### src/rtl/fir_tap_line.sv
// Parametrised tap delay line with valid/ready on both sides, flush and fill counter.
// Optional build macro TAPLINE_PRIME_EN: hold off out_valid until all TAPS taps hold real samples.

module fir_tap_line_chk #(
  parameter int DATA_W = 16,
  parameter int TAPS   = 8,
  parameter int CNT_W  = 4
) (
  input logic                     clk,
  input logic                     rst,
  input logic                     flush,
  input logic                     in_ready,
  input logic                     out_valid,
  input logic                     out_ready,
  input logic [TAPS*DATA_W-1:0]   taps_out,
  input logic [CNT_W-1:0]         fill_count
);

  // A stalled snapshot must not move until downstream takes it.
  hold_stable: assert property (@(posedge clk) disable iff (rst)
    (out_valid && !out_ready && !flush) |=> $stable(taps_out));

  fill_bound: assert property (@(posedge clk) disable iff (rst)
    fill_count <= CNT_W'(TAPS));

  stall_blocks_input: assert property (@(posedge clk) disable iff (rst)
    (out_valid && !out_ready) |-> !in_ready);

endmodule

module fir_tap_line #(
  parameter int DATA_W = 16,
  parameter int TAPS   = 8,
  parameter int CNT_W  = $clog2(TAPS + 1)
) (
  input  logic                   clk,
  input  logic                   rst,
  input  logic                   flush,
  input  logic                   in_valid,
  output logic                   in_ready,
  input  logic [DATA_W-1:0]      data_in,
  output logic                   out_valid,
  input  logic                   out_ready,
  output logic [TAPS*DATA_W-1:0] taps_out,
  output logic [CNT_W-1:0]       fill_count
);

  localparam logic [CNT_W-1:0] FULL = CNT_W'(TAPS);

  logic [TAPS*DATA_W-1:0] taps_r;
  logic                   valid_r;
  logic [CNT_W-1:0]       fill_r;

  logic                   accept_s;
  logic                   consume_s;
  logic                   sets_valid_s;
  logic [CNT_W-1:0]       fill_nxt_s;

  assign in_ready = (!valid_r || out_ready) && !flush;

  // Handshake decode and saturating fill count.
  always_comb begin
    accept_s  = in_valid && in_ready;
    consume_s = valid_r && out_ready;
    if (fill_r == FULL) begin
      fill_nxt_s = fill_r;
    end else begin
      fill_nxt_s = fill_r + CNT_W'(1);
    end
`ifdef TAPLINE_PRIME_EN
    sets_valid_s = accept_s && (fill_nxt_s == FULL);
`else
    sets_valid_s = accept_s;
`endif
  end

  // Tap history, snapshot flag and fill counter; flush outranks accept and consume.
  always_ff @(posedge clk or posedge rst) begin
    if (rst) begin
      taps_r  <= '0;
      valid_r <= 1'b0;
      fill_r  <= '0;
    end else if (flush) begin
      taps_r  <= '0;
      valid_r <= 1'b0;
      fill_r  <= '0;
    end else begin
      if (accept_s) begin
        taps_r <= {taps_r[(TAPS-1)*DATA_W-1:0], data_in};
        fill_r <= fill_nxt_s;
      end
      if (sets_valid_s) begin
        valid_r <= 1'b1;
      end else if (consume_s) begin
        valid_r <= 1'b0;
      end
    end
  end

  assign taps_out   = taps_r;
  assign out_valid  = valid_r;
  assign fill_count = fill_r;

  fir_tap_line_chk #(
    .DATA_W (DATA_W),
    .TAPS   (TAPS),
    .CNT_W  (CNT_W)
  ) u_chk (
    .clk        (clk),
    .rst        (rst),
    .flush      (flush),
    .in_ready   (in_ready),
    .out_valid  (out_valid),
    .out_ready  (out_ready),
    .taps_out   (taps_out),
    .fill_count (fill_count)
  );

endmodule
### config.mk
export PLATFORM = sky130hd
export DESIGN_NAME = fir_tap_line
export DESIGN_NICKNAME = d
export VERILOG_FILES = /design/src/rtl/fir_tap_line.sv
export SDC_FILE = /design/constraint.sdc
export NUM_CORES = 1
export LEC_CHECK = 0
export ABC_CLOCK_PERIOD_IN_PS = 10400
export BUFFER_PORTS_ARGS = -buffer_cell sky130_fd_sc_hd__buf_2
export CORE_MARGIN = 10
export CORE_UTILIZATION = 40
export DETAILED_ROUTE_END_ITERATION = 8
export RECOVER_POWER = 50
export SLEW_MARGIN = 40
export SYNTH_ARGS = -nofsm -noshare
export SYNTH_HDL_FRONTEND = slang
export SYNTH_SLANG_ARGS = --single-unit
### constraint.sdc
create_clock -name clk -period 10.4 [get_ports clk]
set_clock_uncertainty 0.1 [all_clocks]
set_input_delay 2.08 -clock clk [delete_from_list [all_inputs] [get_ports clk]]
set_output_delay 2.08 -clock clk [all_outputs]
set_load 0.02 [all_outputs]
==> results by group <==
Yosys
  – Yosys reg bits: 133
  – Synth area leaders: dfrtp_1 51%, o211ai_2 17%, nand3_1 9.9%
  – Post-synth top area share: around half
  – Synth Cell Area: about 6500 um2
  – Ys Warns: 0
  – Avg Cell Area, Syn: 10.6 um2
  – Post-Synthesis Net Count: 638
  – Synth Instances: slightly above 600
  – Post-synthesis cell type count: 24
  – Seq/Total Area, Yosys: roughly 51%
  – Synth area leader: dfrtp_1

Setup path
  – Delay-heaviest family, CP: buffers and inverters
  – Largest stage delay on the critical path: 0.20 ns
  – Worst EP arrival: around 2.7 ns
  – Critical path, cell by cell: buf_2, nor2_1, buf_2
  – CP Launch Type: input pin
  – CP max FO: 6
  – Most frequent CP cell: buf_2
  – Crit. End Element: primary output
  – Worst path slowest cell: nor2_1
  – Buf/Inv on CP: 2
  – Critical Path RT: slightly above 8 ns
  – Worst setup path category: in2out

Global route
  – GR Overflow Total: 0
  – Pin count of the biggest net entering global routing: ~110
  – Met2 GRT Util: 26.3%
  – Met1 Use GR: ~23%
  – Vias in the first global route: 5439
  – Tot GR Track Use: ~18%
  – Antenna violations before repair: 0
  – Gr busiest metal: met2
  – First-pass GRT wire length: just over 30000 um
  – M3 GR Usage: around 7.4%

Timing
  – Achievable Freq: about 210 MHz
  – Setup TNS: 0 ns
  – Final period utilization: 46.4%
  – Fin. Hold Viols: 0
  – RSZ-0062 raised after global routing: false
  – Worst relative slew slack: -77.9%
  – Post-route setup slack: 5.57 ns
  – Max Slew Vio Count: 61
  – Final setup fails: 0
  – Final Critical Period: between 4 and 5 ns
  – Worst-Margin Slew: 2.65 ns

Layout
  – Layout cell share with drive strength beyond 1: between 20% and 30%
  – Area growth, synth to finish: 17.8%
  – Final net count: between 700 and 800
  – Commonest non-fill, non-tap cell in the layout: dfrtp_1
  – Commonest non-fill, non-tap cells in the layout: 133 x dfrtp_1, 130 x nand2_1, 129 x nand3_1
  – Diodes inserted: 0
  – Fillers: ~1600
  – Design area: 7680 um2

Flow run
  – Max Cap Viol: 1

Routing
  – Wire length per cell: between 20 and 25 um
  – Drt first pass iters: 5
  – ANT nets after route: 0
  – DR vias: between 5000 and 6000
  – DRC violations left: 0
  – Initial DRC Count: ~470
  – Via density: 5.61
  – DRT Wirelength: 19500 um

Die
  – Starting Density: about two fifths
  – DIE HEIGHT: 148 um
  – Core Area: around 16000 um2
  – I/O pin cnt: ~160
  – # rows: between 40 and 50
  – DIE AREA: between 20000 and 25000 um2
  – Die Span X: ~150 um

Clock tree
  – Clock sink count: about 130
  – CTS tree: yes
  – CTS Buf Count: 17
  – Resized cells post-CTS: 0
  – H-tree depth: 4
  – Hold Buf Count CTS: 0
  – Clock root cell: clkbuf_16
  – Post-CTS Setup Inserts: 0
  – Clk pin slew, worst setup/hold paths: around 0.05 ns
  – Longest Clk Path Bufs: 2
  – Worst-Skew Late Latency: ~0.42 ns

Place
  – RePlAce Congestion: 0.812
  – Pre-CTS setup slack: 5.58 ns
  – Dpl cell area: a little over 7000 um2
  – Hpwl dp: 12400 um
  – I/O Buffers: 154

Outcome
  – Failing checks: max-capacitance violations, max-slew violations
  – Status: complete, but fails checks

Power and ir drop
  – VDD IR-drop max: 0.125 mV
  – Tot Pwr: 0.00119 W
  – Pleak: 4.08 nW
  – Pwr per Cell Area: around 160 nW/um2

Min path
  – Hold WC Path Type: reg2reg
[state kept, by name, summed over array words and instances (netlist names)]
| register | cells |
|---|---|
| fill_count | 4 |
| out_valid | 1 |
| taps_out | 128 |
[through the flow]
stage	cells	hold slack [ns]	util [%]
2_1_floorplan	615	0.517	-
3_3_place_gp	920	0.403	45.0
3_5_place_dp	920	0.417	45.1
4_1_cts	949	0.430	48.5
5_1_grt	950	0.468	48.1
6_report	950	0.429	48.1
[power breakdown]
part | switching [W] | leakage (nW) | total, W | internal (W)
sequential | 0.00000840 | 1.84 | 0.000535 | 0.000526
clock | 0.000208 | 0.265 | 0.000557 | 0.000349
combinational | 0.0000804 | 1.97 | 0.0000986 | 0.0000183
total | 0.000297 | 4.08 | 0.00119 | 0.000893
[final timing paths]
kind	from	end	slack (ns)	cells past startpoint
max in group asynchronous	rst	taps_out[55]	6.33	3
worst min-delay path	taps_out[20]	taps_out[36]	0.43	2
worst max register to register	out_valid	fill_count[3]	8.06	5
min in group asynchronous	rst	taps_out[125]	2.30	2
worst min register to register	taps_out[20]	taps_out[36]	0.43	2
worst max-delay path	flush	in_ready	5.57	3
[tightest hold or removal path, cell delays in order (launching register included)]
cell     delay [ns]
dfrtp_1        0.36
nand3_1        0.08
nand2_1        0.06
[per-layer routing]
metal,vias to the layer above,share of wire (%)
met5,-,0
met4,0,1.6
met3,23,9.0
met2,202,47
met1,2659,43
li1,2441,-
[logic make-up after synthesis]
group	share of synthesized area [%]
fa+ha+maj	0.384
buf+inv	7.36
flops	51.1
simple gates	18.2
compound gates	23.0
[synthesized netlist by cell type (all sizes together)]
library cell / count
dfrtp: 133
nand2: 130
nand3: 129
o211ai: 128
buf: 63
clkbuf: 9
inv: 6
a21oi: 2
a311oi: 2
a41o: 2
ha: 2
nor2b: 2
o311ai: 2
nand2b: 1
nand3b: 1
nand4: 1
nor2: 1
o31ai: 1
[final cells by class]
class	count	area (um2)	share of cell area, %
clock buffers	25	495	6.45
multi-input cells	404	2710	35.3
repair buffers	162	795	10.4
clock inverters	4	47.5	0.619
inverters	6	33.8	0.440
well taps	216	270	3.52
flip-flops and latches	133	3330	43.4
Note: power is estimated with default switching activity, not from simulation.
